<file path="src/rtl/kstep_pkg.sv">
// kstep_pkg: shared register map, STATUS bit positions, move record and FSM state type
// for the stepper move scheduler.
`default_nettype none

package kstep_pkg;

  localparam logic [3:0] ADDR_STATUS   = 4'd0;
  localparam logic [3:0] ADDR_INTERVAL = 4'd1;
  localparam logic [3:0] ADDR_PUSH     = 4'd2;
  localparam logic [3:0] ADDR_START    = 4'd3;

  localparam int ST_RUNNING    = 0;
  localparam int ST_FULL       = 1;
  localparam int ST_EMPTY      = 2;
  localparam int ST_SHUTDOWN   = 3;
  localparam int ST_OVERFLOW   = 4;
  localparam int ST_DIR        = 5;
  localparam int ST_IRQ_EN     = 6;
  localparam int ST_QUEUED_LSB = 8;

  typedef struct packed {
    logic [31:0] interval;
    logic [15:0] count;
    logic [15:0] add;
  } move_t;

  typedef enum logic [1:0] {
    S_IDLE  = 2'd0,
    S_LOAD  = 2'd1,
    S_WAIT  = 2'd2,
    S_PULSE = 2'd3
  } state_t;

endpackage

`default_nettype wire

</file>
<file path="src/rtl/stepper_sched_move_fifo.sv">
// move_fifo: synchronous move queue with push/pop/flush and occupancy level.
// DEPTH must be a power of two (2..16); flush has priority over push and pop.
`default_nettype none

module move_fifo
  import kstep_pkg::*;
#(
  parameter int DEPTH = 4
) (
  input  logic       clk,
  input  logic       rst_n,
  input  logic       push,
  input  logic       pop,
  input  logic       flush,
  input  move_t      din,
  output move_t      dout,
  output logic       full,
  output logic       empty,
  output logic [4:0] level
);

  localparam int AW = (DEPTH > 1) ? $clog2(DEPTH) : 1;

  logic [AW-1:0] wr_ptr_q, wr_ptr_d;
  logic [AW-1:0] rd_ptr_q, rd_ptr_d;
  logic [4:0]    level_q, level_d;
  logic          do_push, do_pop;
  move_t         mem_q [DEPTH];

  assign full    = (level_q == 5'(DEPTH));
  assign empty   = (level_q == 5'd0);
  assign level   = level_q;
  assign dout    = mem_q[rd_ptr_q];
  assign do_push = push & ~full;
  assign do_pop  = pop & ~empty;

  always_comb begin
    wr_ptr_d = wr_ptr_q;
    rd_ptr_d = rd_ptr_q;
    level_d  = level_q;
    if (flush) begin
      wr_ptr_d = '0;
      rd_ptr_d = '0;
      level_d  = '0;
    end else begin
      if (do_push) wr_ptr_d = wr_ptr_q + AW'(1);
      if (do_pop)  rd_ptr_d = rd_ptr_q + AW'(1);
      level_d = level_q + 5'(do_push) - 5'(do_pop);
    end
  end

  always_ff @(posedge clk or negedge rst_n) begin
    if (!rst_n) begin
      wr_ptr_q <= '0;
      rd_ptr_q <= '0;
      level_q  <= '0;
    end else begin
      wr_ptr_q <= wr_ptr_d;
      rd_ptr_q <= rd_ptr_d;
      level_q  <= level_d;
    end
  end

  // Storage needs no reset: entries are only visible through the level count.
  always_ff @(posedge clk) begin
    if (do_push && !flush) mem_q[wr_ptr_q] <= din;
  end

endmodule

`default_nettype wire

</file>
<file path="src/rtl/stepper_sched.sv">
// stepper_sched: Wishbone-programmed stepper move scheduler emitting step/dir at absolute counter times.
// Define KSTEP_BOTH_EDGE_EN to toggle step per event instead of emitting a pulse.
`default_nettype none

module stepper_sched
  import kstep_pkg::*;
#(
  parameter int QUEUE_DEPTH      = 4,
  parameter int STEP_PULSE_TICKS = 2,
  parameter int IRQ_LOW_WATER    = 1
) (
  input  logic        clk,
  input  logic        rst_n,
  input  logic [31:0] counter,
  input  logic        wb_stb_i,
  input  logic        wb_cyc_i,
  input  logic        wb_we_i,
  input  logic [3:0]  wb_adr_i,
  input  logic [31:0] wb_dat_i,
  output logic [31:0] wb_dat_o,
  output logic        wb_ack_o,
  input  logic        shutdown,
  output logic        step,
  output logic        dir,
  output logic        irq
);

`ifdef KSTEP_BOTH_EDGE_EN
  localparam int PULSE_LEN = 1;
`else
  localparam int PULSE_LEN = STEP_PULSE_TICKS;
`endif
  localparam int          PW         = (PULSE_LEN > 1) ? $clog2(PULSE_LEN) : 1;
  localparam logic [PW-1:0] PULSE_LAST = PW'(PULSE_LEN - 1);
  localparam logic [4:0]  LOW_WATER  = 5'(IRQ_LOW_WATER);

  logic          sd_meta_q, sd_sync_q;
  logic          ack_q, ack_d;
  logic [31:0]   rdata_q, rdata_d;
  logic [31:0]   interval_q, interval_d;
  logic          dir_q, dir_d;
  logic          irq_en_q, irq_en_d;
  logic          ovf_q, ovf_d;
  logic          sd_flag_q, sd_flag_d;
  logic          irq_q, irq_d;
  state_t        state_q, state_d;
  logic          step_q, step_d;
  logic [31:0]   last_time_q, last_time_d;
  logic [31:0]   next_time_q, next_time_d;
  logic [31:0]   cur_int_q, cur_int_d;
  logic [15:0]   count_q, count_d;
  logic [15:0]   add_q, add_d;
  logic [PW-1:0] pulse_cnt_q, pulse_cnt_d;

  logic        access, wr, rd;
  logic        wr_ctrl, wr_interval, wr_push, wr_start;
  logic        running, due;
  logic [31:0] delta, status;
  logic        fifo_push, fifo_pop, fifo_full, fifo_empty;
  logic [4:0]  fifo_level;
  move_t       fifo_din, fifo_dout;

  assign access      = wb_stb_i & wb_cyc_i & ~ack_q;
  assign wr          = access & wb_we_i;
  assign rd          = access & ~wb_we_i;
  assign wr_ctrl     = wr & (wb_adr_i == ADDR_STATUS);
  assign wr_interval = wr & (wb_adr_i == ADDR_INTERVAL);
  assign wr_push     = wr & (wb_adr_i == ADDR_PUSH);
  assign wr_start    = wr & (wb_adr_i == ADDR_START);
  assign running     = (state_q != S_IDLE);

  // Sign of the modular difference makes the due test wrap-safe.
  assign delta = counter - next_time_q;
  assign due   = ~delta[31];

  assign fifo_din  = '{interval: interval_q, count: wb_dat_i[15:0], add: wb_dat_i[31:16]};
  assign fifo_push = wr_push & ~fifo_full & ~sd_flag_q & ~sd_sync_q;

  move_fifo #(.DEPTH(QUEUE_DEPTH)) u_fifo (
    .clk   (clk),
    .rst_n (rst_n),
    .push  (fifo_push),
    .pop   (fifo_pop),
    .flush (sd_sync_q),
    .din   (fifo_din),
    .dout  (fifo_dout),
    .full  (fifo_full),
    .empty (fifo_empty),
    .level (fifo_level)
  );

  always_comb begin
    status                         = '0;
    status[ST_RUNNING]             = running;
    status[ST_FULL]                = fifo_full;
    status[ST_EMPTY]               = fifo_empty;
    status[ST_SHUTDOWN]            = sd_flag_q;
    status[ST_OVERFLOW]            = ovf_q;
    status[ST_DIR]                 = dir_q;
    status[ST_IRQ_EN]              = irq_en_q;
    status[ST_QUEUED_LSB +: 4]     = fifo_level[3:0];
  end

  always_comb begin
    ack_d      = access;
    rdata_d    = '0;
    interval_d = interval_q;
    dir_d      = dir_q;
    irq_en_d   = irq_en_q;
    ovf_d      = ovf_q;
    sd_flag_d  = sd_flag_q;
    if (rd) begin
      case (wb_adr_i)
        ADDR_STATUS:   rdata_d = status;
        ADDR_INTERVAL: rdata_d = interval_q;
        default:       rdata_d = '0;
      endcase
    end
    if (wr_interval) interval_d = wb_dat_i;
    if (wr_ctrl) begin
      dir_d    = wb_dat_i[ST_DIR];
      irq_en_d = wb_dat_i[ST_IRQ_EN];
      if (wb_dat_i[ST_OVERFLOW]) ovf_d = 1'b0;
      if (wb_dat_i[ST_SHUTDOWN] && !sd_sync_q) sd_flag_d = 1'b0;
    end
    if (wr_push && fifo_full && !sd_flag_q && !sd_sync_q) ovf_d = 1'b1;
    if (sd_sync_q) sd_flag_d = 1'b1;
    irq_d = irq_en_q & ((fifo_level <= LOW_WATER) | ovf_q | sd_flag_q);
  end

  always_comb begin
    state_d     = state_q;
    step_d      = step_q;
    last_time_d = last_time_q;
    next_time_d = next_time_q;
    cur_int_d   = cur_int_q;
    count_d     = count_q;
    add_d       = add_q;
    pulse_cnt_d = pulse_cnt_q;
    fifo_pop    = 1'b0;
    case (state_q)
      S_IDLE: begin
        if (wr_start) begin
          last_time_d = wb_dat_i;
          state_d     = S_LOAD;
        end
      end
      S_LOAD: begin
        if (fifo_empty) begin
          state_d = S_IDLE;
        end else begin
          fifo_pop    = 1'b1;
          next_time_d = last_time_q + fifo_dout.interval;
          cur_int_d   = fifo_dout.interval;
          count_d     = fifo_dout.count;
          add_d       = fifo_dout.add;
          state_d     = (fifo_dout.count == 16'd0) ? S_LOAD : S_WAIT;
        end
      end
      S_WAIT: begin
        if (due) begin
`ifdef KSTEP_BOTH_EDGE_EN
          step_d = ~step_q;
`else
          step_d = 1'b1;
`endif
          last_time_d = next_time_q;
          count_d     = count_q - 16'd1;
          cur_int_d   = cur_int_q + {{16{add_q[15]}}, add_q};
          pulse_cnt_d = '0;
          state_d     = S_PULSE;
        end
      end
      S_PULSE: begin
        if (pulse_cnt_q == PULSE_LAST) begin
`ifndef KSTEP_BOTH_EDGE_EN
          step_d = 1'b0;
`endif
          if (count_q != 16'd0) begin
            next_time_d = last_time_q + cur_int_q;
            state_d     = S_WAIT;
          end else begin
            state_d = S_LOAD;
          end
        end else begin
          pulse_cnt_d = pulse_cnt_q + PW'(1);
        end
      end
      default: state_d = S_IDLE;
    endcase
    // Shutdown overrides everything, including a pulse that is still high.
    if (sd_sync_q) begin
      state_d  = S_IDLE;
      step_d   = 1'b0;
      fifo_pop = 1'b0;
    end
  end

  always_ff @(posedge clk or negedge rst_n) begin
    if (!rst_n) begin
      sd_meta_q   <= 1'b0;
      sd_sync_q   <= 1'b0;
      ack_q       <= 1'b0;
      rdata_q     <= '0;
      interval_q  <= '0;
      dir_q       <= 1'b0;
      irq_en_q    <= 1'b0;
      ovf_q       <= 1'b0;
      sd_flag_q   <= 1'b0;
      irq_q       <= 1'b0;
      state_q     <= S_IDLE;
      step_q      <= 1'b0;
      last_time_q <= '0;
      next_time_q <= '0;
      cur_int_q   <= '0;
      count_q     <= '0;
      add_q       <= '0;
      pulse_cnt_q <= '0;
    end else begin
      sd_meta_q   <= shutdown;
      sd_sync_q   <= sd_meta_q;
      ack_q       <= ack_d;
      rdata_q     <= rdata_d;
      interval_q  <= interval_d;
      dir_q       <= dir_d;
      irq_en_q    <= irq_en_d;
      ovf_q       <= ovf_d;
      sd_flag_q   <= sd_flag_d;
      irq_q       <= irq_d;
      state_q     <= state_d;
      step_q      <= step_d;
      last_time_q <= last_time_d;
      next_time_q <= next_time_d;
      cur_int_q   <= cur_int_d;
      count_q     <= count_d;
      add_q       <= add_d;
      pulse_cnt_q <= pulse_cnt_d;
    end
  end

  assign wb_ack_o = ack_q;
  assign wb_dat_o = rdata_q;
  assign step     = step_q;
  assign dir      = dir_q;
  assign irq      = irq_q;

endmodule

`default_nettype wire

</file>
<file path="config.mk">
export PLATFORM = sky130hd
export DESIGN_NAME = stepper_sched
export DESIGN_NICKNAME = d
export VERILOG_FILES = /design/src/rtl/kstep_pkg.sv /design/src/rtl/stepper_sched_move_fifo.sv /design/src/rtl/stepper_sched.sv
export SDC_FILE = /design/constraint.sdc
export NUM_CORES = 1
export LEC_CHECK = 0
export ABC_CLOCK_PERIOD_IN_PS = 4650
export CORE_UTILIZATION = 45
export DETAILED_ROUTE_END_ITERATION = 16
export GPL_ROUTABILITY_DRIVEN = 0
export GPL_TIMING_DRIVEN = 0
export PLACE_DENSITY = 0.72
export SLEW_MARGIN = 20
export SYNTH_ARGS = -nofsm -noshare
export SYNTH_HDL_FRONTEND = slang
export SYNTH_SLANG_ARGS = --single-unit
</file>
<file path="constraint.sdc">
create_clock -name clk -period 4.65 [get_ports clk]
set_input_delay 1.1625 -clock clk [delete_from_list [all_inputs] [get_ports clk]]
set_output_delay 1.1625 -clock clk [all_outputs]
set_load 0.01 [all_outputs]
</file>
== Yosys cells after proc, flatten, opt, wreduce, memory -nomap -nowiden ==
Memories as Yosys holds them, arrays and structs flattened.
Cells that the tools add are included.

* Mux-type cells: 46
* Magnitude comparators: 1
* Reductions and logical operators: 33
* Bitwise operators: 22
* Add/subtract/negate cells: 10
* Equal/unequal tests: 15

{| class="wikitable"
|+ Operators with widths
! operator !! count
|-
| 32-bit 2-to-1 mux || 8
|-
| 32-bit case mux with 2 select lines || 4
|-
| 32-bit adder || 3
|-
| 16-bit 2-to-1 mux || 2
|-
| 16-bit case mux with 2 select lines || 1
|-
| 32-bit subtractor || 1
|-
| 2-bit 2-to-1 mux || 11
|-
| 2-bit nonzero test || 11
|-
| 16-bit zero test || 1
|-
| 1-bit 2-to-1 mux || 16
|-
| 16-bit nonzero test || 1
|-
| 16-bit by 1-bit subtractor with 16-bit output, second input constant || 1
|-
| 1-bit AND || 14
|-
| 3-bit AND reduction || 4
|-
| 2-bit inequality test, second input constant || 5
|-
| 3-bit inequality test, second input constant || 3
|-
| 4-bit by 2-bit equality test with 1-bit output, second input constant || 2
|-
| 2-bit case mux with 4 select lines || 1
|-
| 2-bit AND reduction || 4
|-
| 1-bit inverter || 6
|-
| 5-bit by 1-bit adder with 5-bit output || 1
|-
| 5-bit by 3-bit equality test with 1-bit output, second input constant || 1
|-
| 5-bit by 1-bit less-or-equal comparator with 1-bit output, second input constant || 1
|-
| 1-bit logical AND || 5
|-
| other kinds (15) || 20
|}

* Memories kept: 1
* Bits in writable memories: 256
* Output and inout bits: 36
* Register bits: 213
* Input port bits: 74

{| class="wikitable"
|+ Memory list
! memory !! words !! width !! read ports !! clocked after memory_dff !! wr ports !! line !! text
|-
| u_fifo.mem_q || 4 || 64 || 1 || 0 || 1 || stepper_sched_move_fifo.sv:28 || <nowiki>move_t mem_q [DEPTH];</nowiki>
|}

== Logic depth before layout (Yosys ltp) ==
* Depth in word-level cells: 11
* Mapped depth: 16
* Mapped depth without buffers: 16

== Hierarchy ==
A second synthesis with hierarchy kept.

* Cells, all modules: 1,831
* Area, all modules: 22,919.5 um^2

{| class="wikitable"
|+ Modules (own cells, without submodules)
! module !! area each (um^2) !! times used !! sequential area each (um^2) !! cells each
|-
| stepper_sched || 12,956.2 || 1 || 5,104.9 || 1,425
|-
| move_fifo || 9,963.3 || 1 || 7,912.6 || 406
|}

== Least setup slack after synthesis ==
OpenSTA, ideal clock, no wires.

* Path kind: register -> register
* Start point: register u_fifo.rd_ptr_q[0]
* End point: register next_time_q[30]
* Stages on the path, launching flop included: 16
* Clock period less this slack: 4.535 ns
* Setup slack: 0.115 ns
* Setup time: 0.125 ns
* Required time: 4.525 ns
* Arrival time: 4.410 ns
* Path through: dfrtp_1 buf_2 buf_1 mux4_2 mux2_2 ha_1 fa_1 a21o_1 nand4_1 nand2_1 a311oi_1 o211ai_1 a311o_1 a21oi_1 xnor2_1 mux2_2

* Word-level cells in the longest chain between the ends: 4

{| class="wikitable"
|+ RTL lines
! what !! line !! text
|-
| start: declaration || stepper_sched_move_fifo.sv:25 || <nowiki>logic [AW-1:0] rd_ptr_q, rd_ptr_d;</nowiki>
|-
| start signal: assignment || stepper_sched_move_fifo.sv:59 || <nowiki>rd_ptr_q <= rd_ptr_d;</nowiki>
|-
| memory read 4 x 64 bit || -- ||
|-
| 32-bit adder || stepper_sched.sv:153 || <nowiki>next_time_d = last_time_q + fifo_dout.interval;</nowiki>
|-
| 32-bit 2-to-1 mux || stepper_sched.sv:149 || <nowiki>if (fifo_empty) begin</nowiki>
|-
| 32-bit case mux with 2 select lines || stepper_sched.sv:141 || <nowiki>case (state_q)</nowiki>
|-
| end signal: assignment || stepper_sched.sv:233 || <nowiki>next_time_q <= next_time_d;</nowiki>
|-
| end: declaration || stepper_sched.sv:49 || <nowiki>logic [31:0] next_time_q, next_time_d;</nowiki>
|}

Every way passes these cells. The select of a mux whose other input is x is not followed.
A chain may end at the register's enable or synchronous reset.

== Worst setup path after layout ==
Ends and elaborated chain as after synthesis.

==> impl_metrics.json <==
{
  "grt_pass1_wl_mm": 89.4,
  "cts_hold_buffers": 0,
  "setup_viol": 0,
  "path_class": "reg -> reg",
  "clock_sinks": 469,
  "syn_area_per_cell_um2": 13.1,
  "htreeDepth": 2,
  "fillers": 3984,
  "cp_top_family": "compound AO/OA/AOI/OAI gates",
  "ys_seq_area_share_pct": 57.9,
  "synth_area_leaders": "edfxtp_1, dfrtp_1, mux4_2, mux2_2, ha_1",
  "portBuffers": 109,
  "yosysTopAreaCell": "edfxtp_1",
  "status": "complete, no violations",
  "crit_fanout": 10,
  "drv_cap": 0,
  "netlist_area_um2": 22500,
  "p_per_area_nw_per_um2": 507,
  "critical-path-max-stage-delay_ns": 0.58,
  "drc_errors": 0,
  "cts_tree": "built",
  "ios": 110,
  "worst_pin_slew_ns": 1.00,
  "dr.pass1.iters": 6,
  "clock_latency_ns": 0.61,
  "finalCriticalPeriod_ns": 4.51,
  "required_ns": 5.13,
  "path_common_cell": "mux2_2",
  "r2r_setup_slack_ns": 0.14,
  "post-dp-hpwl_mm": 42.2,
  "synth-main-ff-cell": "edfxtp_1",
  "die_y_um": 226,
  "finClkSkew_ns": 0.0171,
  "min_period_over_period_pct": 97.0,
  "multi_input_area_um2": 9020,
  "drive_gt1_share_pct": 15.8,
  "die_x_um": 226,
  "hp-class": "reg -> reg",
  "maxSlewHeadroom_pct": 31.6,
  "cts_root_buffer": "clkbuf_16",
  "worstSetupPathDepth": 15,
  "vias_per_cell": 5.84,
  "start_kind": "flip-flop",
  "yosysUniqueCellTypes": 62,
  "reg2regPathDepth": 15,
  "vias": 15100,
  "ys_ff_latch": 469,
  "row_count": 81,
  "critPathLaunch": "u_fifo.rd_ptr_q[0]$_DFFE_PN0P_",
  "maxSlewViolCount": 0,
  "synth_top_area_share_pct": 34.2,
  "clk_pin_slew_ns": 0.06,
  "worstReg2RegEnd": "next_time_q[30]$_DFFE_PN0P_",
  "core_um2": 49200,
  "r2r-start": "u_fifo.rd_ptr_q[0]$_DFFE_PN0P_",
  "netlist_instances": 1712,
  "area_delta_synth_final_pct": 16.9,
  "rsz0062_at_grt": "false",
  "drtIter0Drc": 1457,
  "synthArstFlopShare_pct": 45.4,
  "grt_start_max_net_pins": 83,
  "hold_depth": 0,
  "syn_nets": 1894,
  "yosys_warnings": 0,
  "tns_ns": 0,
  "crit_slowest_cell": "mux4_2",
  "clock_path_buffers": 3,
  "p_leak_nw": 10.1,
  "dieArea_um2": 50900,
  "worstHoldStart": "sd_meta_q$_DFF_PN0_",
  "path_cells": "buf_6, buf_8, mux4_2, mux2_2, ha_1, fa_1, a21o_1, nand4_1, nand2_1, a311oi_4, o211ai_1, a311o_1, a21oi_1, xnor2_1, mux2_2",
  "final_nets": 2061,
  "overflow": 0,
  "critPathBufInv": 2,
  "final_area_um2": 26300,
  "grt_pass1_vias": 14900,
  "drt_wl_total_mm": 59.6,
  "timing.fmax_mhz": 222,
  "arrival_ns": 5.00,
  "antenna_found_initial": 6,
  "ir_drop_v": 0.000331,
  "dpl_cell_area_um2": 24600,
  "synth-edff-count": 256,
  "wl_per_cell_um": 23.1,
  "start_util_pct": 45.8,
  "grt.total_usage_pct": 23.6,
  "end_kind": "flip-flop",
  "crit_path_end": "next_time_q[30]$_DFFE_PN0P_",
  "numCtsBuffers": 48,
  "antenna_left": 0,
  "ff_latch_area_um2": 13000,
  "hold_viol_final": 0
}
[Yosys cell counts (4+ instances only)]
master and n:
buf_2 5, nor3b_1 6, a2111oi_0 4, buf_1 12, a211oi_1 14, a31o_2 4, nand2b_1 9, o21a_1 8
o31ai_1 5, or3_1 11, mux2_1 28, clkbuf_1 50, ha_1 105, nor4_1 8, nand3_1 23, dfrtp_1 213
nor3_1 15, mux4_2 64, a211o_1 6, xor2_1 30, a31oi_1 26, nor2b_1 10, inv_1 55, mux2i_1 6
o211ai_1 12, and3_1 12, xnor2_1 27, a21oi_1 115, nor2_1 114, o41ai_1 5, nand2_1 114, nand4_1 8
a21o_1 26, mux2_2 119, edfxtp_1 256, o21ai_0 96, and2_1 31, a22oi_1 17
[placed cells by master, fill, tap and decap left out, types with 6 or more instances in the layout]
master | synthesis | final
a21o_1 | 26 | 26
nor2_1 | 114 | 114
ha_1 | 105 | 105
inv_1 | 55 | 55
nand2_1 | 114 | 114
clkinv_2 | 0 | 6
o21a_1 | 8 | 8
buf_4 | 3 | 6
clkbuf_1 | 50 | 58
a31oi_1 | 26 | 26
xor2_1 | 30 | 30
mux2_2 | 119 | 119
edfxtp_1 | 256 | 256
buf_1 | 12 | 9
o21ai_0 | 96 | 94
clkdlybuf4s50_1 | 0 | 108
dfrtp_1 | 213 | 212
nand3_1 | 23 | 23
nand4_1 | 8 | 8
clkbuf_16 | 0 | 48
a22oi_1 | 17 | 16
o211ai_1 | 12 | 12
xnor2_1 | 27 | 27
a211oi_1 | 14 | 13
a21oi_1 | 115 | 114
nor4_1 | 8 | 7
buf_16 | 0 | 6
nand2b_1 | 9 | 9
a211o_1 | 6 | 6
and2_1 | 31 | 27
nor3_1 | 15 | 15
or3_1 | 11 | 11
clkinvlp_4 | 0 | 6
nor3b_1 | 6 | 6
and3_1 | 12 | 12
mux2_1 | 28 | 28
mux4_2 | 64 | 64
nor2b_1 | 10 | 10
[power by group]
part	leakage (nW)	internal [mW]	total, mW	switching [mW]
clock network	0.757	2.25	3.92	1.67
logic	4.44	1.73	3.91	2.18
registers	4.91	4.97	5.51	0.535
total	10.1	8.95	13.3	4.38
[layout make-up]
class | instances | area share [%]
Tap cell | 664 | 3.16
Timing Repair Buffer | 118 | 4.88
Inverter | 55 | 0.785
Clock inverter | 25 | 1.14
Antenna cell | 2 | 0.0190
Sequential cell | 469 | 49.5
Clock buffer | 64 | 4.91
Multi-Input combinational cell | 1115 | 34.3
Buffer | 72 | 1.31
[logic make-up after synthesis]
group                    after synthesis  share of synthesized area, %
flip-flops                           469                          57.9
adder cells (fa/ha/maj)              108                          6.11
multiplexers                         217                          14.0
AND/OR/NAND/NOR                      375                          7.80
AO/OA/AOI/OAI                        358                          9.65
buffers and inverters                128                          2.31
XOR/XNOR                              57                          2.22
[stage by stage]
step	hold slack, ns	util [%]	power, mW	setup slack [ns]	instances
floorplan	0.331	-	8.30	0.115	1712
global placement	0.335	49.7	9.14	-7.04	2485
detailed placement	0.338	50.0	9.30	-1.01	2491
CTS	0.352	53.4	13.3	0.0255	2579
global route	0.358	53.5	14.0	0.0217	2582
finish	0.357	53.5	13.3	0.137	2584
[worst min path at each step]
stage / slack, ns / end
2_1_floorplan: 0.33 / sd_sync_q$_DFF_PN0_
3_3_place_gp: 0.34 / sd_sync_q$_DFF_PN0_
3_5_place_dp: 0.34 / sd_sync_q$_DFF_PN0_
4_1_cts: 0.35 / sd_sync_q$_DFF_PN0_
5_1_grt: 0.36 / sd_sync_q$_DFF_PN0_
6_report: 0.36 / sd_sync_q$_DFF_PN0_
[sequential cells by signal, indices dropped and copies added (netlist names)]
signal and cells:
next_time_q 32, wb_ack_o 1, irq_en_q 1, wb_dat_o 32
add_q 16, u_fifo.rd_ptr_q 2, u_fifo.level 5, sd_flag_q 1
dir 1, last_time_q 32, cur_int_q 32, step 1
pulse_cnt_q 1, ovf_q 1, interval_q 32, count_q 16
irq 1, sd_meta_q 1, sd_sync_q 1, u_fifo.mem_q 256
state_q 2, u_fifo.wr_ptr_q 2
[timing repair]
item,in CTS,in global routing
setup endpoints to repair,43,30
pin swaps,0,2
gates resized for setup,24,11
cloned,0,0
buffers inserted,0,3
[layer usage]
layer | wire [um] | vias to the layer above | global-route usage, %
li1 | - | 6753 | -
met1 | 25600 | 7547 | 33.2
met2 | 27000 | 686 | 37.0
met3 | 4900 | 116 | 3.94
met4 | 2040 | 0 | 8.87
met5 | 0 | - | 0
Note: power is estimated with default switching activity, not from simulation.
